===== config.mk =====
export PLATFORM = sky130hd
export DESIGN_NAME = elbeth_mem_arbiter_flat
export DESIGN_NICKNAME = d
export VERILOG_FILES = /design/src/rtl/elbeth_mem_pkg.sv /design/src/rtl/elbeth_mem_arbiter_if.sv /design/src/rtl/elbeth_rr_arbiter.sv /design/src/rtl/elbeth_mem_arbiter.sv /design/src/flat_wrapper.sv
export SDC_FILE = /design/constraint.sdc
export NUM_CORES = 1
export LEC_CHECK = 0
export ABC_AREA = 1
export BUFFER_PORTS_ARGS = -buffer_cell sky130_fd_sc_hd__buf_2
export CORE_MARGIN = 4
export CORE_UTILIZATION = 30
export CTS_CLUSTER_SIZE = 10
export DETAILED_ROUTE_END_ITERATION = 8
export HOLD_SLACK_MARGIN = 0.06
export MAX_ROUTING_LAYER = met4
export PLACE_DENSITY_LB_ADDON = 0.15
export SYNTH_ARGS = -nofsm -noshare
export SYNTH_HDL_FRONTEND = slang
export SYNTH_SLANG_ARGS = --single-unit

===== constraint.sdc =====
create_clock -name clk -period 5.2 [get_ports clk]
set_input_delay 0.52 -clock clk [delete_from_list [all_inputs] [get_ports clk]]
set_output_delay 0.52 -clock clk [all_outputs]
set_load 0.005 [all_outputs]

===== src/rtl/elbeth_mem_pkg.sv =====
// Shared types and defaults for the two-requester memory arbiter.
// FSM states, byte-enable width and default geometry.
package elbeth_mem_pkg;

  localparam int BE_W = 4;
  localparam int DEF_ADDR_WIDTH = 8;
  localparam int DEF_DATA_WIDTH = 32;
  localparam int DEF_TIMEOUT = 16;

  typedef enum logic [1:0] {
    IDLE,
    WAIT,
    RESP
  } state_t;

endpackage


===== src/rtl/elbeth_mem_arbiter_if.sv =====
// Bus bundle between two requesters, the arbiter and one memory port.
// slave = arbiter view, master = environment view.
interface elbeth_mem_arbiter_if
  import elbeth_mem_pkg::*;
#(
  parameter int ADDR_WIDTH = DEF_ADDR_WIDTH,
  parameter int DATA_WIDTH = DEF_DATA_WIDTH
);

  logic                  a_enable;
  logic [ADDR_WIDTH-1:0] a_addr;
  logic [DATA_WIDTH-1:0] a_data_in;
  logic [BE_W-1:0]       a_wr;
  logic [DATA_WIDTH-1:0] a_data_out;
  logic                  a_ready;
  logic                  a_err;

  logic                  b_enable;
  logic [ADDR_WIDTH-1:0] b_addr;
  logic [DATA_WIDTH-1:0] b_data_in;
  logic [BE_W-1:0]       b_wr;
  logic [DATA_WIDTH-1:0] b_data_out;
  logic                  b_ready;
  logic                  b_err;

  logic                  mem_enable;
  logic [ADDR_WIDTH-1:0] mem_addr;
  logic [DATA_WIDTH-1:0] mem_data_in;
  logic [BE_W-1:0]       mem_wr;
  logic [DATA_WIDTH-1:0] mem_data_out;
  logic                  mem_ready;

  logic                  busy;
  logic                  grant;

  modport slave (
    input  a_enable, a_addr, a_data_in, a_wr,
    output a_data_out, a_ready, a_err,
    input  b_enable, b_addr, b_data_in, b_wr,
    output b_data_out, b_ready, b_err,
    output mem_enable, mem_addr, mem_data_in, mem_wr,
    input  mem_data_out, mem_ready,
    output busy, grant
  );

  modport master (
    output a_enable, a_addr, a_data_in, a_wr,
    input  a_data_out, a_ready, a_err,
    output b_enable, b_addr, b_data_in, b_wr,
    input  b_data_out, b_ready, b_err,
    input  mem_enable, mem_addr, mem_data_in, mem_wr,
    output mem_data_out, mem_ready,
    input  busy, grant
  );

endinterface


===== src/rtl/elbeth_rr_arbiter.sv =====
// Two-way round-robin pick: on a tie the requester not served last wins.
// winner: 0 = A (req[0]), 1 = B (req[1]).
module elbeth_rr_arbiter (
  input  logic [1:0] req,
  input  logic       last,
  output logic       winner
);

  assign winner = (&req) ? ~last : req[1];

endmodule


===== src/rtl/elbeth_mem_arbiter.sv =====
// Shares one memory port between requesters A and B.
// IDLE -> WAIT (until mem_ready or timeout) -> RESP -> IDLE.
module elbeth_mem_arbiter
  import elbeth_mem_pkg::*;
#(
  parameter int ADDR_WIDTH = DEF_ADDR_WIDTH,
  parameter int DATA_WIDTH = DEF_DATA_WIDTH,
  parameter int TIMEOUT    = DEF_TIMEOUT
) (
  input logic clk,
  input logic rst,
  elbeth_mem_arbiter_if.slave bus
);

  localparam int CW = $clog2(TIMEOUT + 1);
  localparam logic [CW-1:0] LIM = CW'(TIMEOUT - 1);

  state_t                state;
  logic [CW-1:0]         cnt;
  logic                  last;
  logic                  win;
  logic                  done;
  logic                  rd_ok;
  logic [ADDR_WIDTH-1:0] sel_addr;
  logic [DATA_WIDTH-1:0] sel_data;
  logic [BE_W-1:0]       sel_wr;

  elbeth_rr_arbiter u_rr (
    .req    ({bus.b_enable, bus.a_enable}),
    .last   (last),
    .winner (win)
  );

  assign sel_addr = win ? bus.b_addr    : bus.a_addr;
  assign sel_data = win ? bus.b_data_in : bus.a_data_in;
  assign sel_wr   = win ? bus.b_wr      : bus.a_wr;

  // mem_ready wins over a timeout landing on the same cycle
  assign done  = bus.mem_ready || (cnt == LIM);
  assign rd_ok = bus.mem_ready && (bus.mem_wr == '0);

  always_ff @(posedge clk or posedge rst) begin
    if (rst) begin
      state           <= IDLE;
      cnt             <= '0;
      last            <= 1'b1;
      bus.mem_enable  <= 1'b0;
      bus.mem_addr    <= '0;
      bus.mem_data_in <= '0;
      bus.mem_wr      <= '0;
      bus.a_ready     <= 1'b0;
      bus.a_err       <= 1'b0;
      bus.a_data_out  <= '0;
      bus.b_ready     <= 1'b0;
      bus.b_err       <= 1'b0;
      bus.b_data_out  <= '0;
      bus.busy        <= 1'b0;
      bus.grant       <= 1'b0;
    end else begin
      bus.a_ready <= 1'b0;
      bus.a_err   <= 1'b0;
      bus.b_ready <= 1'b0;
      bus.b_err   <= 1'b0;
      case (state)
        IDLE: begin
          if (bus.a_enable || bus.b_enable) begin
            bus.mem_addr    <= sel_addr;
            bus.mem_data_in <= sel_data;
            bus.mem_wr      <= sel_wr;
            bus.mem_enable  <= 1'b1;
            bus.grant       <= win;
            bus.busy        <= 1'b1;
            last            <= win;
            cnt             <= '0;
            state           <= WAIT;
          end
        end
        WAIT: begin
          if (done) begin
            bus.mem_enable <= 1'b0;
            state          <= RESP;
            if (bus.grant) begin
              bus.b_ready <= 1'b1;
              bus.b_err   <= ~bus.mem_ready;
              if (rd_ok) bus.b_data_out <= bus.mem_data_out;
            end else begin
              bus.a_ready <= 1'b1;
              bus.a_err   <= ~bus.mem_ready;
              if (rd_ok) bus.a_data_out <= bus.mem_data_out;
            end
          end else begin
            cnt <= cnt + 1'b1;
          end
        end
        RESP: begin
          bus.busy <= 1'b0;
          state    <= IDLE;
        end
        default: state <= IDLE;
      endcase
    end
  end

endmodule


===== src/flat_wrapper.sv =====
// flat-port wrapper written by rule: the top's interface ports become plain ports
module elbeth_mem_arbiter_flat import elbeth_mem_pkg::*;
#(
  parameter int ADDR_WIDTH = DEF_ADDR_WIDTH,
  parameter int DATA_WIDTH = DEF_DATA_WIDTH,
  parameter int TIMEOUT    = DEF_TIMEOUT
)
  (clk, rst, bus_a_enable, bus_a_addr, bus_a_data_in, bus_a_wr, bus_a_data_out, bus_a_ready, bus_a_err, bus_b_enable, bus_b_addr, bus_b_data_in, bus_b_wr, bus_b_data_out, bus_b_ready, bus_b_err, bus_mem_enable, bus_mem_addr, bus_mem_data_in, bus_mem_wr, bus_mem_data_out, bus_mem_ready, bus_busy, bus_grant);
  elbeth_mem_arbiter_if #(.ADDR_WIDTH(ADDR_WIDTH), .DATA_WIDTH(DATA_WIDTH)) bus_i ();
  input logic clk;
  input logic rst;
  input wire logic [$bits(bus_i.a_enable)-1:0] bus_a_enable;
  input wire logic [$bits(bus_i.a_addr)-1:0] bus_a_addr;
  input wire logic [$bits(bus_i.a_data_in)-1:0] bus_a_data_in;
  input wire logic [$bits(bus_i.a_wr)-1:0] bus_a_wr;
  output wire logic [$bits(bus_i.a_data_out)-1:0] bus_a_data_out;
  output wire logic [$bits(bus_i.a_ready)-1:0] bus_a_ready;
  output wire logic [$bits(bus_i.a_err)-1:0] bus_a_err;
  input wire logic [$bits(bus_i.b_enable)-1:0] bus_b_enable;
  input wire logic [$bits(bus_i.b_addr)-1:0] bus_b_addr;
  input wire logic [$bits(bus_i.b_data_in)-1:0] bus_b_data_in;
  input wire logic [$bits(bus_i.b_wr)-1:0] bus_b_wr;
  output wire logic [$bits(bus_i.b_data_out)-1:0] bus_b_data_out;
  output wire logic [$bits(bus_i.b_ready)-1:0] bus_b_ready;
  output wire logic [$bits(bus_i.b_err)-1:0] bus_b_err;
  output wire logic [$bits(bus_i.mem_enable)-1:0] bus_mem_enable;
  output wire logic [$bits(bus_i.mem_addr)-1:0] bus_mem_addr;
  output wire logic [$bits(bus_i.mem_data_in)-1:0] bus_mem_data_in;
  output wire logic [$bits(bus_i.mem_wr)-1:0] bus_mem_wr;
  input wire logic [$bits(bus_i.mem_data_out)-1:0] bus_mem_data_out;
  input wire logic [$bits(bus_i.mem_ready)-1:0] bus_mem_ready;
  output wire logic [$bits(bus_i.busy)-1:0] bus_busy;
  output wire logic [$bits(bus_i.grant)-1:0] bus_grant;
  assign bus_i.a_enable = bus_a_enable;
  assign bus_i.a_addr = bus_a_addr;
  assign bus_i.a_data_in = bus_a_data_in;
  assign bus_i.a_wr = bus_a_wr;
  assign bus_a_data_out = bus_i.a_data_out;
  assign bus_a_ready = bus_i.a_ready;
  assign bus_a_err = bus_i.a_err;
  assign bus_i.b_enable = bus_b_enable;
  assign bus_i.b_addr = bus_b_addr;
  assign bus_i.b_data_in = bus_b_data_in;
  assign bus_i.b_wr = bus_b_wr;
  assign bus_b_data_out = bus_i.b_data_out;
  assign bus_b_ready = bus_i.b_ready;
  assign bus_b_err = bus_i.b_err;
  assign bus_mem_enable = bus_i.mem_enable;
  assign bus_mem_addr = bus_i.mem_addr;
  assign bus_mem_data_in = bus_i.mem_data_in;
  assign bus_mem_wr = bus_i.mem_wr;
  assign bus_i.mem_data_out = bus_mem_data_out;
  assign bus_i.mem_ready = bus_mem_ready;
  assign bus_busy = bus_i.busy;
  assign bus_grant = bus_i.grant;
  elbeth_mem_arbiter #(.ADDR_WIDTH(ADDR_WIDTH), .DATA_WIDTH(DATA_WIDTH), .TIMEOUT(TIMEOUT)) u_core (.clk(clk), .rst(rst), .bus(bus_i));
endmodule

==> reports/qor.yml, run 1 <==
detailed_routing:
  dr_total_vias: 5114
  wl_per_cell_um: 14.63
  drc: 0
  ant_nets: 0
  routed_via_density: 4.455
  drtIter0Drc: 248
  wirelength_mm: 16.80
  first_pass_iters: 4
timing:
  period_minus_slack_ns: 2.520
  setup_violations: 0
  finalMaxSlewViolations: 0
  relSlewSlack_pct: 45.93
  worst_pin_slew_ns: 0.8091
  rsz0062_at_grt: "no"
  period_share_pct: 48.45
  fmax_ghz: 0.3969
  tns_ns: 0
  hold_slack_ns: 0.2476
  fin_worst_skew_ns: 0.007314
  hold_viol_final: 0
critical_path:
  path_common_cell: "nand2_1"
  r2r-start: "u_core.state[1]"
  worstPathRequired_ns: 5.49
  cp.arrival_ns: 2.81
  slowest_delay_ns: 0.76
  reg2reg_depth: 6
  crit_fanout: 34
  critPathLaunchType: "flop"
  setup.worst_path.end_class: "flop"
  r2r_slack_ns: 2.68
  cp_cell_sequence: "inv_1 -> nand2_2 -> nor2_4 -> nand3_2 -> nand2_1 -> nand2_1"
  cp-endpoint: "u_core.bus.b_data_out[21]"
  criticalPathCategory: "reg2reg"
  reg2reg_to: "u_core.bus.b_data_out[21]"
  startpoint: "u_core.state[1]"
  slowest_stage: "nand3_2"
final_layout:
  n_fill_cell: 1889
  seq_area_um2: 3079
  fin_nets: 1030
  multi_input_area_um2: 2112
  area_growth_pct: 34.60
  drive_gt1_share_pct: 31.77
power_and_ir_drop:
  seqPwrFrac_pct: 39.2
  clkPwrFrac_pct: 27.3
  power_density_nw_per_um2: 541.8
  p_total_mw: 4.040
  vdd_drop_max_mv: 0.2116
  pwr-share-comb_pct: 33.5
  intPower_mw: 2.557
  p_leak_nw: 4.318
  p_sw_mw: 1.483
  switching_share_pct: 36.70
placement:
  hpwl_mm: 11.70
  port_buffers: 239
  place_congestion: 0.7609
clock_network:
  clockRootBuffer: "clkbuf_16"
  cts_setup_buffers: 0
  clockBufferDepth: 2
  cts_tree: "yes"
  clkSinkCount: 123
  clk_latency_ns: 0.42
  cts_resized: 0
  cts_buffers: 17
  htreeDepth: 4
  hold_buffers: 0
  clk_pin_slew_ns: 0.06
status:
  status: "finished clean"
logic_synthesis:
  ys_seq_area_share_pct: 55.58
  synth_area_leaders: "dfrtp_1 55%, nand2_1 21%, nand3_1 4.6%, nand4_1 3.6%, inv_1 3.0%"
  syn_area_um2: 5540
  synth_warnings: 0
  synthArstFlopShare_pct: 100.0
  synthDistinctLibCells: 27
  synth_area_leader_cell: "dfrtp_1"
  avgSynthCellArea_um2: 8.196
  synth_edf_count: 0
  synth_seq_cells: 123
  synth_nets: 803
  yosysMostFrequentCell: "nand2_1"
  synth_top_area_share_pct: 55.10
  synth_top_flop_cell: "dfrtp_1"
  netlist_top_cells_count: "310 x nand2_1, 122 x dfrtp_1, 51 x nand3_1, 45 x inv_1, 32 x nand4_1"
  syn_inst: 676
global_routing:
  grt_pass1_wl_mm: 26.59
  use_met1_pct: 22.37
  gr-usage-met3_pct: 5.524
  grt_usage_pct: 16.86
  grt_max_degree: 64
  grt_overflow: 0
  grt_antenna_before_repair: 3
  busiest_layer: "met2"
  grt_use_met2_pct: 24.38
  first_global_vias: 5061
worst_hold_path:
  min_path_type: "in2async"
die:
  ios: 240
  core_um2: 18090
  die_h_um: 143.9
  dieArea_um2: 20710
  initial_core_util_pct: 30.63
  chipWidth_um: 143.9
  rows: 49
run:
  cap_viol_max_count: 0
## sequential cells by signal, summed over array words and instances (netlist names), 2 cells and up
signal                  flops
u_core.bus.a_data_out      32
u_core.bus.mem_addr         8
u_core.state                2
u_core.bus.mem_wr           4
u_core.bus.mem_data_in     32
u_core.cnt                  5
u_core.bus.b_data_out      32
## layout by cell type, fill, tap and decap left out, drive strengths merged
master / n
clkbuf: 17
a21o: 10
nor2: 15
dfstp: 1
clkinv: 7
o21ai: 5
diode: 3
nor3b: 1
buf: 245
nand4: 32
nor4: 2
inv: 48
bufinv: 1
dfrtp: 122
o22ai: 1
a21oi: 1
clkinvlp: 6
nor3: 2
nand2: 311
or2: 34
ha: 2
nand3: 53
## worst max-delay path: cells and delay by family (launching register included)
family / cells / cell delay (ns)
buffers and inverters: 1 / 0.08
flip-flops: 1 / 0.39
AND/OR/NAND/NOR: 5 / 1.89
## stage by stage
step                      std cells  area [um^2]  setup WS (ns)  utilization [%]
after floorplan                 676         5540          1.411                -
after global placement         1113         6898          2.517            38.14
after detailed placement       1113         6898          2.481            38.14
after CTS                      1145         7450          2.560            41.19
after global routing           1148         7457          2.309            41.23
final                          1148         7457          2.680            41.23
## power groups by stage
stage,clock network [mW],registers (mW),logic [mW]
floorplan,0,1.61,0.717
global placement,0,1.60,1.37
detailed placement,0,1.59,1.40
CTS,1.13,1.59,1.39
global route,1.19,1.63,1.56
finish,1.10,1.58,1.35
## final cells by class
type,instances,area share (%)
Sequential cell,123,41.29
Multi-Input combinational cell,469,28.32
Timing Repair Buffer,245,16.64
Clock buffer,17,5.705
Tap cell,229,3.842
Inverter,47,2.399
Clock inverter,15,1.695
Antenna cell,3,0.1007
## kinds of logic after synthesis
logic type / share of synthesized area, %
buffers and inverters: 6.481
flip-flops: 55.58
AO/OA/AOI/OAI: 2.077
AND/OR/NAND/NOR: 35.41
adder cells (fa/ha/maj): 0.4516
## layer usage
layer,routed length (um),part of all wire (%),vias to the layer above
li1,-,-,2579
met1,7833,47,2322
met2,7283,43,195
met5,0,0,-
met4,223,1.3,0
met3,1459,8.7,18
## worst min-delay path by stage
stage / to / from / slack [ns] / cells after the start
6_report: u_core.bus.mem_data_in[22] / rst / 0.25 / 2
5_1_grt: u_core.bus.a_data_out[7] / bus_mem_data_out[7] / 0.32 / 3
4_1_cts: u_core.bus.mem_data_in[26] / rst / 0.29 / 2
3_5_place_dp: u_core.bus.b_data_out[1] / u_core.bus.b_data_out[1] / 0.45 / 2
3_3_place_gp: u_core.bus.b_data_out[19] / u_core.bus.b_data_out[19] / 0.45 / 2
2_1_floorplan: u_core.last / u_core.last / 0.44 / 2
Power figures use the tool's default switching activity.
==> run 2, diff against run 1 <==
clock period = 2.1 ns   (was 5.2 ns; I/O delays follow)
==> reports/qor.yml, run 2 (same netlist as run 1, synthesis figures left out) <==
timing:
  worst_pin_slew_ns: 0.6697  # -0.1394 ns
  period_share_pct: 82.72  # +34 points
  tns_ns: 0  # unchanged
  fmax_ghz: 0.5756  # +45%
  setup_violations: 0  # unchanged
  period_minus_slack_ns: 1.737  # -0.7825 ns
  hold_viol_final: 0  # unchanged
  relSlewSlack_pct: 55.35  # +9.4 points
  finalMaxSlewViolations: 0  # unchanged
  rsz0062_at_grt: "no"
  fin_worst_skew_ns: 0.01053  # +0.003215 ns
placement:
  hpwl_mm: 12.02  # +2.8%
  port_buffers: 239  # unchanged
  place_congestion: 0.7638  # +0.38%
  dp_cells: 1120  # +0.63%
clock_network:
  clk_pin_slew_ns: 0.06  # about the same
  clk_latency_ns: 0.42  # about the same
  clkSinkCount: 123  # unchanged
  clockBufferDepth: 2  # unchanged
  cts_resized: 0  # unchanged
  clockRootBuffer: "clkbuf_16"
  cts_tree: "yes"
  cts_setup_buffers: 0  # unchanged
  htreeDepth: 4  # unchanged
  cts_buffers: 17  # unchanged
global_routing:
  first_global_vias: 5206  # +2.9%
  grt_pass1_wl_mm: 27.46  # +3.3%
  grt_max_degree: 124  # +94%
  grt_overflow: 0  # unchanged
  grt_usage_pct: 17.38  # +0.52 points
  grt_antenna_before_repair: 6  # +3
final_layout:
  instances_no_fill: 1192  # +3.8%
  multi_input_area_um2: 2112  # unchanged
  area_growth_pct: 44.63
  fin_nets: 1071  # +4.0%
  seq_area_um2: 3079  # unchanged
  drive_gt1_share_pct: 31.14  # -0.63 points
  largestRegisters: "u_core.bus.a_data_out (32), u_core.bus.b_data_out (32), u_core.bus.mem_data_in (32)"
  fin_util_pct: 44.30  # +3.1 points
  n_fill_cell: 1858  # -1.6%
  layout_common_cells: "309 x nand2_1, 239 x buf_2, 122 x dfrtp_1, 51 x nand3_1, 44 x inv_1"
  final_common_cell: "nand2_1"
detailed_routing:
  ant_nets: 0  # unchanged
  drtIter0Drc: 210  # -15%
  wirelength_mm: 17.43  # +3.7%
  routed_via_density: 4.460  # +0.11%
  drc: 0  # unchanged
  wl_per_cell_um: 14.62  # about the same
  dr_total_vias: 5316  # +3.9%
  first_pass_iters: 6  # +2
power_and_ir_drop:
  p_leak_nw: 4.566  # +5.7%
  power_density_nw_per_um2: 1323  # +140%
  vdd_drop_max_mv: 0.5360  # +150%
worst_hold_path:
  min_path_type: "in2reg"
critical_path:
  worstPathRequired_ns: 2.45  # -3.04 ns
  criticalPathCategory: "reg2reg"
  crit_fanout: 32  # -5.9%
  cp.arrival_ns: 2.08  # -0.73 ns
  setup.worst_path.end_class: "flop"
  critPathLaunchType: "flop"
run:
  cap_viol_max_count: 0  # unchanged
die:
  ios: 240  # unchanged
  rows: 49  # unchanged
  die_h_um: 143.9  # unchanged
  core_um2: 18090  # unchanged
  chipWidth_um: 143.9  # unchanged
  dieArea_um2: 20710  # unchanged
  initial_core_util_pct: 30.63  # unchanged
status:
  status: "finished clean"
-- run 2: cell count changes in the layout (fill, tap and decap cells not counted) --
| cell | previous run | this run |
|---|---|---|
| clkinv_4 | 2 | 0 |
| inv_4 | 1 | 0 |
| clkinv_2 | 5 | 3 |
| clkinvlp_4 | 6 | 4 |
| diode_2 | 3 | 6 |
| buf_12 | 0 | 6 |
| clkbuf_8 | 0 | 5 |
| bufinv_16 | 1 | 3 |
| buf_4 | 6 | 7 |
| dlygate4sd3_1 | 0 | 34 |
-- run 2: cell type report --
| type | instances | area share [%] |
|---|---|---|
| Sequential cell | 123 | 38.43 |
| Antenna cell | 6 | 0.1874 |
| Clock inverter | 10 | 1.702 |
| Tap cell | 229 | 3.576 |
| Multi-Input combinational cell | 469 | 26.36 |
| Timing Repair Buffer | 286 | 21.33 |
| Clock buffer | 22 | 6.168 |
| Inverter | 47 | 2.249 |
-- run 2: final timing paths --
kind	depth (start not counted)	endpoint	slack [ns]	from
max	9	u_core.bus.b_data_out[17]	0.36	u_core.cnt[0]
min	4	u_core.bus.mem_data_in[12]	0.09	bus_b_data_in[12]
max reg2reg	9	u_core.bus.b_data_out[17]	0.36	u_core.cnt[0]
min reg2reg	2	u_core.bus.a_data_out[6]	0.46	u_core.bus.a_data_out[6]
max in group asynchronous	4	u_core.bus.a_data_out[12]	1.05	rst
min in group asynchronous	4	u_core.bus.a_ready	0.57	rst
-- run 2: timing repair --
action / CTS / global route
endpoints found under the hold margin: 172 / 0
endpoints found under the setup margin: 0 / 0
hold buffers: 34 / 0
-- run 2: report_power, final --
group | leakage (nW) | total, mW | internal (mW) | switching [mW]
sequential | 1.57 | 3.94 | 3.36 | 0.572
combinational | 2.70 | 3.57 | 1.50 | 2.07
clock | 0.305 | 3.09 | 2.02 | 1.07
total | 4.57 | 10.6 | 6.88 | 3.72
-- run 2: per-layer routing --
metal  GRT usage, %  part of all wire (%)
met1          22.87                    48
met2          25.11                    43
met3          6.423                   8.6
met4          5.104                  0.91
met5              -                     0
-- run 2: critical path, cell delays in order (launching register included) --
cell and delay (ns):
dfrtp_1 0.39, ha_1 0.18, nand2_1 0.06, nor2_1 0.09
ha_1 0.18, nor2_2 0.05, nor2_2 0.11, buf_4 0.35
nand4_1 0.14, nand2_1 0.09
-- run 2: through the flow --
step / instance area [um^2] / worst slack [ns] / hold slack (ns) / power, mW
after detailed placement: 7027 / 0.3843 / 0.4322 / 7.572
final: 8013 / 0.3628 / 0.08626 / 10.60
after floorplan: 5544 / 0.3795 / 0.2827 / 5.770
after global placement: 7027 / 0.4229 / 0.4392 / 7.548
after global routing: 8013 / 0.1561 / 0.08393 / 11.42
after CTS: 7998 / 0.3676 / 0.07023 / 10.78
==> run 3, diff against run 2 <==
clock period = 1.4 ns   (was 2.1 ns; I/O delays follow)
==> reports/qor.yml, run 3 (same netlist as run 1, synthesis figures left out) <==
status:
  status: "finished with violations"
  violations: "negative setup slack"
critical_path:
  cp-endpoint: "u_core.cnt[3]"
  slowest_stage: "dfrtp_1"
  cp_cell_sequence: "ha_2 -> nand2_2 -> nor2_2 -> ha_2 -> buf_4 -> buf_6 -> inv_4 -> nand2_2 -> nor2_2 -> nand3_1 -> nand2_1 -> nor2_1"
  criticalPathCategory: "reg2reg"
  setup.worst_path.end_class: "flop"
  startpoint: "u_core.cnt[0]"
  crit_fanout: 3  # -91%
  worstPathRequired_ns: 1.70  # -0.75 ns
  critPathLaunchType: "flop"
  r2r-start: "u_core.cnt[0]"
  r2r_slack_ns: -0.20  # -0.56 ns
  slowest_delay_ns: 0.38  # about the same
  cp.arrival_ns: 1.90  # -0.18 ns
  reg2reg_to: "u_core.cnt[3]"
  reg2reg_depth: 12  # +3
power_and_ir_drop:
  seqPwrFrac_pct: 35.2  # -1.9 points
  pwr-share-comb_pct: 39.6  # +5.9 points
  p_sw_mw: 6.338  # +70%
  intPower_mw: 10.99  # +60%
  clkPwrFrac_pct: 25.2  # -4.0 points
  p_leak_nw: 5.140  # +13%
  vdd_drop_max_mv: 0.8035  # +50%
  p_total_mw: 17.33  # +63%
  switching_share_pct: 36.57  # +1.5 points
  power_density_nw_per_um2: 1816  # +37%
final_layout:
  final_common_cell: "nand2_1"
  largestRegisters: "u_core.bus.a_data_out (32), u_core.bus.b_data_out (32), u_core.bus.mem_data_in (32)"
  area_growth_pct: 72.22
  layout_common_cells: "253 x nand2_1, 239 x buf_2, 121 x dfrtp_1, 106 x dlygate4sd3_1, 48 x nand3_1"
  drive_gt1_share_pct: 38.46  # +7.3 points
  fin_nets: 1180  # +10%
  instances_no_fill: 1296  # +8.7%
  n_fill_cell: 1652  # -11%
detailed_routing:
  wirelength_mm: 19.54  # +12%
  routed_via_density: 4.468  # +0.18%
  first_pass_iters: 4  # -2
  ant_nets: 0  # unchanged
  drc: 0  # unchanged
  wl_per_cell_um: 15.07  # +3.1%
  dr_total_vias: 5790  # +8.9%
  drtIter0Drc: 227  # +8.1%
worst_hold_path:
  hp-start: "bus_a_data_in[27]"
  min_path_type: "in2reg"
placement:
  place_congestion: 0.7315  # -4.2%
  hpwl_mm: 12.32  # +2.5%
  pre_cts_ws_ns: -0.1878  # -0.5721 ns
  dp_cells: 1140  # +1.8%
  port_buffers: 239  # unchanged
die:
  dieArea_um2: 20710  # unchanged
  initial_core_util_pct: 30.63  # unchanged
  rows: 49  # unchanged
  core_um2: 18090  # unchanged
  die_h_um: 143.9  # unchanged
  chipWidth_um: 143.9  # unchanged
  ios: 240  # unchanged
timing:
  hold_viol_final: 0  # unchanged
  fin_worst_skew_ns: 0.01162  # +0.001090 ns
  fmax_ghz: 0.6245  # +8.5%
  finalMaxSlewViolations: 0  # unchanged
  relSlewSlack_pct: 73.77  # +18 points
  period_share_pct: 114.4  # +32 points
  worst_pin_slew_ns: 0.3934  # -0.2763 ns
  fin_ws_ns: -0.2013  # -0.5641 ns
  setup_violations: 45  # +45
  rsz0062_at_grt: "yes"
  period_minus_slack_ns: 1.601  # -0.1359 ns
clock_network:
  clk_pin_slew_ns: 0.06  # about the same
  clockBufferDepth: 2  # unchanged
  clockRootBuffer: "clkbuf_16"
  htreeDepth: 4  # unchanged
  cts_buffers: 17  # unchanged
  clk_latency_ns: 0.41  # about the same
  clkSinkCount: 123  # unchanged
  cts_tree: "yes"
global_routing:
  gr-usage-met3_pct: 4.792  # -1.6 points
  grt_use_met2_pct: 27.36  # +2.3 points
  use_met1_pct: 24.92  # +2.0 points
  first_global_vias: 5778  # +11%
  grt_antenna_before_repair: 1  # -5
  busiest_layer: "met2"
  grt_max_degree: 69  # -44%
  grt_overflow: 0  # unchanged
  grt_pass1_wl_mm: 29.45  # +7.3%
  grt_usage_pct: 18.45  # +1.1 points
run:
  cap_viol_max_count: 0  # unchanged
## run 3: cell types whose count changed in the layout (fill, tap and decap cells not counted), moves of 5 or more
cell,change
dlygate4sd3_1,+72
nand2_1,-56
buf_12,+10
nand2_4,+17
nand2_2,+37
nor2_4,+6
nor2_1,-6
buf_4,+17
diode_2,-5
buf_6,+6
## run 3: worst min-delay path by stage
stage | to | slack [ns] | depth (start not counted)
global placement | u_core.bus.a_err | 0.29 | 3
detailed placement | u_core.bus.a_err | 0.29 | 3
global route | u_core.bus.mem_data_in[27] | 0.08 | 4
CTS | u_core.bus.mem_data_in[30] | 0.06 | 4
floorplan | u_core.bus.a_err | 0.21 | 1
finish | u_core.bus.mem_data_in[27] | 0.08 | 4
## run 3: power by group through the flow
stage	Combinational, mW	Clock (mW)	Sequential, mW
after floorplan	2.71	0	5.99
after global placement	5.81	0	5.93
after detailed placement	5.87	0	5.89
after CTS	6.23	4.48	5.89
after global routing	7.65	4.63	6.27
final	6.86	4.37	6.10
## run 3: metrics by stage
stage	cell area (um^2)	hold slack, ns	TNS [ns]	util (%)
after global routing	9542	0.08358	-13.55	52.76
final	9542	0.08190	-6.541	52.76
after global placement	7292	0.2857	-5.182	40.32
after floorplan	5595	0.2127	-35.43	-
after CTS	9024	0.06332	-6.343	49.89
after detailed placement	7292	0.2879	-6.621	40.32
## run 3: what timing repair did
item,CTS,global route
pin swaps,10,14
resized for setup,17,94
cloned,0,6
hold endpoints to repair,228,0
hold buffers,106,0
endpoints found under the setup margin,42,88
buffers inserted,2,9
## run 3: area by class of cell
type | instances | area [um^2] | share of cell area (%)
Sequential cell | 123 | 3080 | 32.28
Timing Repair Buffer | 395 | 2925 | 30.66
Multi-Input combinational cell | 469 | 2475 | 25.94
Clock buffer | 19 | 442.9 | 4.642
Tap cell | 229 | 286.5 | 3.003
Inverter | 47 | 185.2 | 1.941
Clock inverter | 13 | 143.9 | 1.508
Antenna cell | 1 | 2.502 | 0.02623
## run 3: critical path, delay by kind of cell, from the launching register on
family	cells	cell delay (ns)
simple gates	7	0.44
fa+ha+maj	2	0.39
flops	1	0.38
buf+inv	3	0.29
## run 3: layer usage
metal,up-vias,part of all wire [%]
met5,-,0
met4,0,1.6
met3,28,7.6
met2,230,46
met1,2648,45
li1,2884,-
